File: src/rtl/eth_pkg.sv
// Shared Ethernet TX definitions: FSM state encoding, header geometry and the
// helper that puts the 14-byte header into wire order (first byte in bits [7:0]).
package eth_pkg;

  typedef enum logic [1:0] {
    IDLE    = 2'd0,
    HEADER  = 2'd1,
    PAYLOAD = 2'd2,
    PAD     = 2'd3
  } eth_tx_state_e;

  localparam int ETH_HDR_BYTES       = 14;
  localparam int ETH_MIN_FRAME_BYTES = 60;
  localparam int ETH_MAC_W           = 48;
  localparam int ETH_TYPE_W          = 16;
  localparam int ETH_HDR_W           = ETH_HDR_BYTES * 8;

  // Byte-reverse {dst, src, type} so shifting right by the lane width walks the wire order.
  function automatic logic [ETH_HDR_W-1:0] eth_hdr_wire_order(
    input logic [ETH_MAC_W-1:0]  dst,
    input logic [ETH_MAC_W-1:0]  src,
    input logic [ETH_TYPE_W-1:0] etype
  );
    logic [ETH_HDR_W-1:0] msb_first;
    logic [ETH_HDR_W-1:0] wire_order;
    msb_first  = {dst, src, etype};
    wire_order = '0;
    for (int i = 0; i < ETH_HDR_BYTES; i++) begin
      wire_order[i*8 +: 8] = msb_first[ETH_HDR_W-1-i*8 -: 8];
    end
    return wire_order;
  endfunction

endpackage

File: src/rtl/axi_stream_if.sv
// AXI4-Stream bundle shared by the Ethernet TX blocks (tdata, tkeep, tlast, tuser).
interface axi_stream_if #(
  parameter int DATA_WIDTH = 8,
  parameter int USER_WIDTH = 1
);
  logic                    tvalid;
  logic                    tready;
  logic [DATA_WIDTH-1:0]   tdata;
  logic [DATA_WIDTH/8-1:0] tkeep;
  logic                    tlast;
  logic [USER_WIDTH-1:0]   tuser;

  modport master (output tvalid, tdata, tkeep, tlast, tuser, input tready);
  modport slave  (input tvalid, tdata, tkeep, tlast, tuser, output tready);
endinterface

File: src/rtl/eth_hdr_serializer.sv
// Holds the latched 112-bit header and shifts out DATA_WIDTH bits per accepted beat,
// flagging the final header beat.
module eth_hdr_serializer
  import eth_pkg::*;
#(
  parameter int DATA_WIDTH = 8
) (
  input  logic                  clk,
  input  logic                  rst_n,
  input  logic                  load,
  input  logic [ETH_HDR_W-1:0]  hdr_in,
  input  logic                  advance,
  output logic [DATA_WIDTH-1:0] data,
  output logic                  last
);
  localparam int BEATS = ETH_HDR_W / DATA_WIDTH;
  localparam int CNT_W = $clog2(BEATS);

  logic [ETH_HDR_W-1:0] shreg_r;
  logic [CNT_W-1:0]     beat_r;

  // header shift register and beat index; both hold while the output is stalled
  always_ff @(posedge clk or negedge rst_n) begin
    if (!rst_n) begin
      shreg_r <= '0;
      beat_r  <= '0;
    end else if (load) begin
      shreg_r <= hdr_in;
      beat_r  <= '0;
    end else if (advance) begin
      shreg_r <= shreg_r >> DATA_WIDTH;
      beat_r  <= last ? '0 : beat_r + CNT_W'(1);
    end else begin
      shreg_r <= shreg_r;
      beat_r  <= beat_r;
    end
  end

  // current beat and final-beat flag
  always_comb begin
    data = shreg_r[DATA_WIDTH-1:0];
    last = (beat_r == CNT_W'(BEATS - 1));
  end

endmodule

File: src/rtl/eth_header_inserter.sv
// Prepends a 14-byte Ethernet header to one payload AXI4-Stream frame (no FCS).
// Optional minimum-frame padding to 60 bytes is built when ETH_HDR_MIN_PAD_EN is defined.
module eth_header_inserter
  import eth_pkg::*;
#(
  parameter int DATA_WIDTH = 8,
  parameter int USER_WIDTH = 1
) (
  input  logic                  clk,
  input  logic                  rst_n,
  input  logic                  hdr_valid,
  output logic                  hdr_ready,
  input  logic [ETH_MAC_W-1:0]  hdr_dst_mac,
  input  logic [ETH_MAC_W-1:0]  hdr_src_mac,
  input  logic [ETH_TYPE_W-1:0] hdr_ethertype,
  axi_stream_if.slave           s_axis,
  axi_stream_if.master          m_axis
);
  localparam int KEEP_W = DATA_WIDTH / 8;

  eth_tx_state_e         state_r;
  eth_tx_state_e         next_state_s;
  logic [6:0]            byte_cnt_r;
  logic [7:0]            out_bytes_s;
  logic [7:0]            cnt_sum_s;
  logic                  hdr_fire_s;
  logic                  m_fire_s;
  logic                  ser_advance_s;
  logic                  ser_last_s;
  logic [DATA_WIDTH-1:0] ser_data_s;
  logic [ETH_HDR_W-1:0]  hdr_wire_s;
`ifdef ETH_HDR_MIN_PAD_EN
  logic [7:0]            in_bytes_s;
  logic                  short_frame_s;
  logic                  pad_last_s;
`endif

  assign hdr_wire_s = eth_hdr_wire_order(hdr_dst_mac, hdr_src_mac, hdr_ethertype);

  eth_hdr_serializer #(
    .DATA_WIDTH (DATA_WIDTH)
  ) u_serializer (
    .clk     (clk),
    .rst_n   (rst_n),
    .load    (hdr_fire_s),
    .hdr_in  (hdr_wire_s),
    .advance (ser_advance_s),
    .data    (ser_data_s),
    .last    (ser_last_s)
  );

  // FSM state register
  always_ff @(posedge clk or negedge rst_n) begin
    if (!rst_n) begin
      state_r <= IDLE;
    end else begin
      state_r <= next_state_s;
    end
  end

  // handshake strobes and the byte count of the outgoing beat
  always_comb begin
    out_bytes_s = 8'd0;
    for (int i = 0; i < KEEP_W; i++) begin
      out_bytes_s = out_bytes_s + {7'd0, m_axis.tkeep[i]};
    end
    cnt_sum_s  = {1'b0, byte_cnt_r} + out_bytes_s;
    m_fire_s   = m_axis.tvalid && m_axis.tready;
    hdr_fire_s = hdr_valid && hdr_ready;
  end

`ifdef ETH_HDR_MIN_PAD_EN
  // short-frame detection counts the input bytes of the tlast beat before forcing
  always_comb begin
    in_bytes_s = 8'd0;
    for (int i = 0; i < KEEP_W; i++) begin
      in_bytes_s = in_bytes_s + {7'd0, s_axis.tkeep[i]};
    end
    short_frame_s = (({1'b0, byte_cnt_r} + in_bytes_s) < 8'(ETH_MIN_FRAME_BYTES));
    pad_last_s    = (({1'b0, byte_cnt_r} + 8'(KEEP_W)) >= 8'(ETH_MIN_FRAME_BYTES));
  end
`endif

  // saturating frame byte counter, restarted by each accepted header
  always_ff @(posedge clk or negedge rst_n) begin
    if (!rst_n) begin
      byte_cnt_r <= 7'd0;
    end else if (hdr_fire_s) begin
      byte_cnt_r <= 7'd0;
    end else if (m_fire_s) begin
      byte_cnt_r <= (cnt_sum_s > 8'd127) ? 7'd127 : cnt_sum_s[6:0];
    end else begin
      byte_cnt_r <= byte_cnt_r;
    end
  end

  // next-state logic and output steering
  always_comb begin
    next_state_s  = state_r;
    hdr_ready     = 1'b0;
    ser_advance_s = 1'b0;
    m_axis.tvalid = 1'b0;
    m_axis.tdata  = '0;
    m_axis.tkeep  = '0;
    m_axis.tlast  = 1'b0;
    m_axis.tuser  = {USER_WIDTH{1'b0}};
    s_axis.tready = 1'b0;
    case (state_r)
      IDLE: begin
        // gated by rst_n so the descriptor port reads not-ready while reset is held
        hdr_ready = rst_n;
        if (hdr_valid && rst_n) begin
          next_state_s = HEADER;
        end else begin
          next_state_s = IDLE;
        end
      end
      HEADER: begin
        m_axis.tvalid = 1'b1;
        m_axis.tdata  = ser_data_s;
        m_axis.tkeep  = '1;
        ser_advance_s = m_axis.tready;
        if (m_axis.tready && ser_last_s) begin
          next_state_s = PAYLOAD;
        end else begin
          next_state_s = HEADER;
        end
      end
      PAYLOAD: begin
        m_axis.tvalid = s_axis.tvalid;
        m_axis.tdata  = s_axis.tdata;
        m_axis.tkeep  = s_axis.tkeep;
        m_axis.tlast  = s_axis.tlast;
        m_axis.tuser  = s_axis.tuser;
        s_axis.tready = m_axis.tready;
`ifdef ETH_HDR_MIN_PAD_EN
        if (s_axis.tvalid && s_axis.tlast && short_frame_s) begin
          // the short frame continues in PAD, so this beat becomes a full, clean one
          m_axis.tlast = 1'b0;
          m_axis.tkeep = '1;
          for (int i = 0; i < KEEP_W; i++) begin
            m_axis.tdata[i*8 +: 8] = s_axis.tkeep[i] ? s_axis.tdata[i*8 +: 8] : 8'h00;
          end
        end else begin
          m_axis.tlast = s_axis.tlast;
        end
        if (s_axis.tvalid && m_axis.tready && s_axis.tlast) begin
          next_state_s = short_frame_s ? PAD : IDLE;
        end else begin
          next_state_s = PAYLOAD;
        end
`else
        if (s_axis.tvalid && m_axis.tready && s_axis.tlast) begin
          next_state_s = IDLE;
        end else begin
          next_state_s = PAYLOAD;
        end
`endif
      end
`ifdef ETH_HDR_MIN_PAD_EN
      PAD: begin
        m_axis.tvalid = 1'b1;
        m_axis.tkeep  = '1;
        m_axis.tlast  = pad_last_s;
        if (m_axis.tready && pad_last_s) begin
          next_state_s = IDLE;
        end else begin
          next_state_s = PAD;
        end
      end
`endif
      default: begin
        next_state_s = IDLE;
      end
    endcase
  end

endmodule
File: src/flat_wrapper.sv
// flat-port wrapper written by rule: the top's interface ports become plain ports
module eth_header_inserter_flat import eth_pkg::*;
#(
  parameter int DATA_WIDTH = 8,
  parameter int USER_WIDTH = 1
)
  (clk, rst_n, hdr_valid, hdr_ready, hdr_dst_mac, hdr_src_mac, hdr_ethertype, s_axis_tvalid, s_axis_tdata, s_axis_tkeep, s_axis_tlast, s_axis_tuser, s_axis_tready, m_axis_tvalid, m_axis_tdata, m_axis_tkeep, m_axis_tlast, m_axis_tuser, m_axis_tready);
  axi_stream_if #(.DATA_WIDTH(DATA_WIDTH), .USER_WIDTH(USER_WIDTH)) s_axis_i ();
  axi_stream_if #(.DATA_WIDTH(DATA_WIDTH), .USER_WIDTH(USER_WIDTH)) m_axis_i ();
  input  logic clk;
  input  logic rst_n;
  input  logic hdr_valid;
  output logic hdr_ready;
  input  logic [ETH_MAC_W-1:0] hdr_dst_mac;
  input  logic [ETH_MAC_W-1:0] hdr_src_mac;
  input  logic [ETH_TYPE_W-1:0] hdr_ethertype;
  input wire logic [$bits(s_axis_i.tvalid)-1:0] s_axis_tvalid;
  input wire logic [$bits(s_axis_i.tdata)-1:0] s_axis_tdata;
  input wire logic [$bits(s_axis_i.tkeep)-1:0] s_axis_tkeep;
  input wire logic [$bits(s_axis_i.tlast)-1:0] s_axis_tlast;
  input wire logic [$bits(s_axis_i.tuser)-1:0] s_axis_tuser;
  output wire logic [$bits(s_axis_i.tready)-1:0] s_axis_tready;
  output wire logic [$bits(m_axis_i.tvalid)-1:0] m_axis_tvalid;
  output wire logic [$bits(m_axis_i.tdata)-1:0] m_axis_tdata;
  output wire logic [$bits(m_axis_i.tkeep)-1:0] m_axis_tkeep;
  output wire logic [$bits(m_axis_i.tlast)-1:0] m_axis_tlast;
  output wire logic [$bits(m_axis_i.tuser)-1:0] m_axis_tuser;
  input wire logic [$bits(m_axis_i.tready)-1:0] m_axis_tready;
  assign s_axis_i.tvalid = s_axis_tvalid;
  assign s_axis_i.tdata = s_axis_tdata;
  assign s_axis_i.tkeep = s_axis_tkeep;
  assign s_axis_i.tlast = s_axis_tlast;
  assign s_axis_i.tuser = s_axis_tuser;
  assign s_axis_tready = s_axis_i.tready;
  assign m_axis_tvalid = m_axis_i.tvalid;
  assign m_axis_tdata = m_axis_i.tdata;
  assign m_axis_tkeep = m_axis_i.tkeep;
  assign m_axis_tlast = m_axis_i.tlast;
  assign m_axis_tuser = m_axis_i.tuser;
  assign m_axis_i.tready = m_axis_tready;
  eth_header_inserter #(.DATA_WIDTH(DATA_WIDTH), .USER_WIDTH(USER_WIDTH)) u_core (.clk(clk), .rst_n(rst_n), .hdr_valid(hdr_valid), .hdr_ready(hdr_ready), .hdr_dst_mac(hdr_dst_mac), .hdr_src_mac(hdr_src_mac), .hdr_ethertype(hdr_ethertype), .s_axis(s_axis_i), .m_axis(m_axis_i));
endmodule
File: config.mk
export PLATFORM = sky130hd
export DESIGN_NAME = eth_header_inserter_flat
export DESIGN_NICKNAME = d
export VERILOG_FILES = /design/src/rtl/eth_pkg.sv /design/src/rtl/axi_stream_if.sv /design/src/rtl/eth_hdr_serializer.sv /design/src/rtl/eth_header_inserter.sv /design/src/flat_wrapper.sv
export SDC_FILE = /design/constraint.sdc
export NUM_CORES = 1
export LEC_CHECK = 0
export CELL_PAD_IN_SITES_DETAIL_PLACEMENT = 0
export CELL_PAD_IN_SITES_GLOBAL_PLACEMENT = 1
export CORE_MARGIN = 5
export CORE_UTILIZATION = 35
export DETAILED_ROUTE_END_ITERATION = 7
export GPL_TIMING_DRIVEN = 0
export PLACE_DENSITY_LB_ADDON = 0.2
export REMOVE_ABC_BUFFERS = 1
export SYNTH_ARGS = -nofsm -noshare
export SYNTH_HDL_FRONTEND = slang
export SYNTH_HIERARCHICAL = 1
export SYNTH_SLANG_ARGS = --single-unit
export TNS_END_PERCENT = 10
File: constraint.sdc
create_clock -name clk -period 3.6 [get_ports clk]
set_input_delay 0.9 -clock clk [delete_from_list [all_inputs] [get_ports clk]]
set_output_delay 0.9 -clock clk [all_outputs]
set_load 0.03 [all_outputs]
==> impl_metrics.csv, run 1 <==
group,metric,value,unit
power_and_ir_drop,power_density,727,nW/um2
timing,tightest_slew,0.670,ns
layout,fillers,1506,
drt,wire_per_inst,13.8,um
layout,drive_gt1_frac,0.0537,
yosys,synth_top_cell_area_share,0.515,
setup_path,cpPeakStageDelay,0.66,ns
flow_run,maxCapViolations,0,
drt,vias,4224,
floorplan,start_util,0.358,
drt,drtIter0Drc,218,
setup_path,cp_top_family,"buffers and inverters",
drt,drt_wl_total,12500,um
drt,drt_first_pass_iters,4,
setup_path,r2r_cells,7,
clock_network,cts_tree,"yes",
yosys,ys_seq_elements,118,
yosys,avgSynthCellArea,10.2,um2
clock_network,htree_levels,4,
timing,drv_slew,0,
power_and_ir_drop,ir_drop,0.312,mV
timing,period_needed,3.39,ns
layout,diodes,0,
clock_network,cts_hold_buffers,0,
floorplan,core_area,16000,um2
timing,clock.fmax,295,MHz
drt,drt_drc_violations_left,0,
floorplan,chipHeight,138,um
clock_network,cts_resized,0,
yosys,yosys-mux-area-fraction,0.182,
yosys,synth.area.top_cells,"dfrtp_1, mux2i_1, nand2_1, o21ai_0, o21ai_1",
placement,place_hpwl,8560,um
floorplan,num_io_pins,142,
timing,setup_viol,0,
timing,relSlewSlack,0.553,
drt,highest_layer,"met4",
layout,post-route-util,0.491,
layout,design.final.nets,811,
yosys,synthAdderAreaFrac,0.0131,
clock_network,clkTransAtPathRegs,0.05,ns
setup_path,worstPathCellList,"clkbuf_8, buf_16, and2_1, clkdlybuf4s50_1",
setup_path,worst-path-stages,4,
global_route,grt_pass1_wl,20300,um
drt,wl_met1,5810,um
floorplan,die_w,138,um
setup_path,critPathMaxFanout,65,
layout,final_cells,905,
yosys,syn_area,5730,um2
timing,hold_violations,0,
setup_path,critPathArrivalTime,2.49,ns
global_route,grt_overflow_total,0,
power_and_ir_drop,p_leak,3.34,nW
setup_path,timing.rr.start,"u_core/state_r[1]",
yosys,ys_types,28,
drt,dr_wl_met2,5620,um
yosys,synth_compound_area_frac,0.121,
clock_network,cts_made_buffers,17,
yosys,synthCells,560,
setup_path,crit_required,2.70,ns
yosys,synthSimpleGateAreaFrac,0.111,
yosys,yosys_warnings,6,
status,status,"finished clean",
setup_path,reg2reg_to,"u_core/u_serializer/shreg_r[72]",
drt,postRouteAntennaNets,0,
placement,port_buffers,141,
yosys,synth_top_family_by_area,"multiplexers",
timing,rsz0062_at_grt,"no",
setup_path,cp-start-kind,"input port",
yosys,synth_top_area_cell,"dfrtp_1",
timing,fin_skew,0.00718,ns
global_route,antenna_found_initial,0,
clock_network,clockBufferDepth,2,
layout,area_delta_synth_final,37.0,%
yosys,synthXorXnorAreaFrac,0,
layout,mostFrequentLayoutCell,"clkdlybuf4s50_1",
setup_path,crit_slowest_cell,"clkdlybuf4s50_1",
floorplan,rows,46,
timing,finalCritPeriodShare,0.942,
setup_path,worstSetupPathType,"in -> out",
floorplan,die-area,19000,um2
setup_path,cp-end-kind,"output pin",
global_route,track_usage,0.134,
drt,wl_met3,921,um
global_route,grt_max_degree,102,
placement,place.gp.congestion,0.720,
clock_network,root_buffer,"clkbuf_16",
worst_hold_path,hold_path_class,"in -> async",
placement,placed_cells_incl_taps,874,
clock_network,clkLatencyLatePin,0.40,ns
layout,mostFrequentLayoutCells,"clkdlybuf4s50_1, dfrtp_1, nand2_1",
clock_network,cts_setup_buffers,0,
setup_path,r2r_slack,0.91,ns
global_route,grt_pass1_vias,4146,
yosys,synth_seq_area_share,0.515,
clock_network,cts.sink_count,118,
setup_path,crit_buf_inv,3,
drt,vias_per_cell,4.67,
-- report_power, final --
part | switching [mW] | total, mW | internal, mW
clock network | 0.561 | 1.72 | 1.15
logic | 0.876 | 1.77 | 0.894
registers | 0.321 | 2.22 | 1.90
-- state kept, by name, indices dropped and copies added, names as in the netlist --
name / flops
u_core/u_serializer/shreg_r: 112
u_core/u_serializer/beat_r: 4
u_core/state_r: 2
-- worst max-delay path by stage --
stage	start	endpoint
floorplan	hdr_valid	u_core/u_serializer/shreg_r[0]
global placement	rst_n	u_core/u_serializer/shreg_r[41]
detailed placement	rst_n	hdr_ready
CTS	rst_n	hdr_ready
global route	rst_n	hdr_ready
finish	rst_n	hdr_ready
-- final cells by class --
class                   count  area (um2)  share of cell area
clock inverters             8         121              0.0155
clock buffers              23         488              0.0621
repair buffers            146        1550               0.198
flip-flops and latches    118        2950               0.376
inverters                   4        15.0             0.00191
well taps                 216         270              0.0344
multi-input cells         390        2450               0.312
-- synth_stat cells --
| cell type | count |
|---|---|
| inv_1 | 4 |
| o21ai_1 | 50 |
| ha_1 | 6 |
| buf_8 | 5 |
| or3_1 | 1 |
| nor2_1 | 2 |
| nand3_1 | 1 |
| or3b_1 | 1 |
| a21boi_1 | 1 |
| and2_2 | 1 |
| dfrtp_1 | 118 |
| buf_6 | 3 |
| and3_1 | 2 |
| nand2b_1 | 10 |
| buf_4 | 14 |
| buf_2 | 4 |
| o21ai_0 | 63 |
| nor3_1 | 1 |
| a21oi_1 | 7 |
| nand2_1 | 114 |
| clkbuf_1 | 22 |
| o22a_1 | 1 |
| mux2i_1 | 104 |
| and2_1 | 4 |
| a32o_1 | 1 |
| a22oi_1 | 8 |
| nor2b_1 | 11 |
| o21a_1 | 1 |
-- layer usage --
metal  global-route usage  vias up
li1                     -     2162
met1                0.183     1943
met2                0.201      109
met3               0.0435       10
met4               0.0477        0
met5                    0        -
-- kinds of logic (layout without fill, tap and decap cells) --
kind of cell    after synthesis  count (layout)
compound gates              132             132
simple gates                148             148
buf+inv                      52             181
flops                       118             118
fa+ha+maj                     6               6
mux                         104             104
-- stage by stage --
| step | cell area (um2) | total power, mW | hold slack (ns) | setup WS, ns | TNS [ns] |
|---|---|---|---|---|---|
| CTS | 7850 | 5.80 | 0.458 | 0.0845 | 0 |
| finish | 7850 | 5.71 | 0.452 | 0.208 | 0 |
| floorplan | 5420 | 3.46 | 0.515 | -1.49 | -162.64 |
| global placement | 7100 | 4.03 | 0.530 | -8.04 | -1283.85 |
| detailed placement | 7240 | 4.04 | 0.537 | 0.0886 | 0 |
| global route | 7850 | 6.10 | 0.481 | 0.00129 | 0 |
(Power assumes the default switching activity.)
==> run 2: changes to the inputs <==
- MAX_ROUTING_LAYER: default -> met4
==> impl_metrics.csv, run 2 (synthesized netlist as in run 1, its figures left out) <==
group,metric,value,unit
setup_path,crit_buf_inv,3,
power_and_ir_drop,power_density,727,nW/um2
clock_network,clkTransAtPathRegs,0.05,ns
flow_run,maxCapViolations,0,
status,status,"finished clean",
clock_network,cts_tree,"yes",
timing,drv_slew,0,
clock_network,cts_setup_buffers,0,
layout,fillers,1506,
timing,rsz0062_at_grt,"no",
timing,clock.fmax,295,MHz
setup_path,worstPathCellList,"clkbuf_8, buf_16, and2_1, clkdlybuf4s50_1",
timing,tightest_slew,0.667,ns
global_route,grt_max_degree,102,
clock_network,cts_resized,0,
setup_path,timing.rr.start,"u_core/state_r[1]",
global_route,top_usage_layer,"met2",
global_route,grt_pass1_wl,20300,um
drt,vias,4213,
timing,finalCritPeriodShare,0.943,
global_route,antenna_found_initial,0,
layout,mostFrequentLayoutCells,"clkdlybuf4s50_1, dfrtp_1, nand2_1",
setup_path,worstSetupPathType,"in -> out",
floorplan,start_util,0.358,
floorplan,die_w,138,um
floorplan,chipHeight,138,um
layout,drive_gt1_frac,0.0537,
clock_network,htree_levels,4,
clock_network,clockBufferDepth,2,
layout,diodes,0,
layout,largest_reg_flops,112,
drt,wire_per_inst,13.8,um
floorplan,num_io_pins,142,
timing,fin_skew,0.00601,ns
setup_path,cpPeakStageDelay,0.66,ns
placement,place.gp.congestion,0.728,
drt,postRouteAntennaNets,0,
drt,drt_wl_total,12500,um
setup_path,critPathArrivalTime,2.49,ns
layout,largestRegisters,"u_core/u_serializer/shreg_r (112), u_core/u_serializer/beat_r (4), u_core/state_r (2)",
power_and_ir_drop,p_leak,3.34,nW
setup_path,crit_slowest_cell,"clkdlybuf4s50_1",
drt,vias_per_cell,4.66,
layout,regMostFlops,"u_core/u_serializer/shreg_r",
global_route,grt_pass1_vias,4139,
timing,period_needed,3.39,ns
floorplan,core_area,16000,um2
setup_path,cp-start-kind,"input port",
setup_path,cp_top_family,"buffers and inverters",
placement,port_buffers,141,
global_route,globalRouteMet3Util,0.0421,
clock_network,cts_hold_buffers,0,
setup_path,critPathMaxFanout,65,
clock_network,cts.sink_count,118,
global_route,grt_use_met1,0.184,
timing,fin_tns_setup,0,ns
placement,placed_cells_incl_taps,874,
setup_path,crit_required,2.70,ns
clock_network,cts_made_buffers,17,
drt,drt_first_pass_iters,4,
timing,setup_viol,0,
clock_network,clkLatencyLatePin,0.40,ns
timing,relSlewSlack,0.555,
timing,hold_violations,0,
setup_path,cp-end-kind,"output pin",
global_route,track_usage,0.138,
layout,area_delta_synth_final,37.0,%
layout,final_cells,905,
worst_hold_path,hold_path_class,"in -> async",
power_and_ir_drop,total_power,5.71,mW
global_route,grt_overflow_total,0,
global_route,met2_usage,0.200,
clock_network,root_buffer,"clkbuf_16",
drt,drtIter0Drc,229,
floorplan,rows,46,
floorplan,die-area,19000,um2
power_and_ir_drop,ir_drop,0.312,mV
setup_path,critPathLaunch,"rst_n",
drt,drt_drc_violations_left,0,
layout,mostFrequentLayoutCell,"clkdlybuf4s50_1",
layout,design.final.nets,811,
placement,place_hpwl,8560,um
-- run 2: cell counts in the layout (fill, tap and decap cells not counted) --
No cell type changed its count.
-- run 2: layout make-up --
class	instances	area (um2)	share of cell area
Clock inverter	8	121	0.0155
Timing Repair Buffer	146	1550	0.198
Tap cell	216	270	0.0344
Sequential cell	118	2950	0.376
Inverter	4	15.0	0.00191
Multi-Input combinational cell	390	2450	0.312
Clock buffer	23	488	0.0621
-- run 2: routing by layer --
layer	wire [um]	vias to the layer above
met5	0	-
met4	117	0
met3	839	8
met2	5670	108
met1	5880	1939
li1	-	2158
-- run 2: worst paths after layout --
kind / slack [ns] / endpoint / cells after the start
worst max-delay path: 0.21 / hdr_ready / 4
worst min-delay path: 0.45 / u_core/u_serializer/shreg_r[6] / 1
worst max register to register: 0.90 / u_core/u_serializer/shreg_r[72] / 7
worst min register to register: 0.54 / u_core/u_serializer/shreg_r[110] / 2
max in group asynchronous: 2.47 / u_core/u_serializer/shreg_r[75] / 2
min in group clk: 0.54 / u_core/u_serializer/shreg_r[110] / 2
-- run 2: power by group --
group | switching, mW | total (mW) | internal, mW | leakage (nW)
combinational | 0.876 | 1.77 | 0.894 | 1.52
sequential | 0.322 | 2.22 | 1.90 | 1.52
clock | 0.561 | 1.72 | 1.15 | 0.299
total | 1.76 | 5.71 | 3.95 | 3.34
-- run 2: stage by stage --
step                hold slack (ns)  instance area, um2   util  worst slack (ns)
finish                        0.454                7850  0.491             0.207
CTS                           0.458                7850  0.491            0.0845
global placement              0.530                7100  0.444             -8.04
floorplan                     0.515                5420      -             -1.49
global route                  0.480                7850  0.491           0.00129
detailed placement            0.537                7240  0.453            0.0886
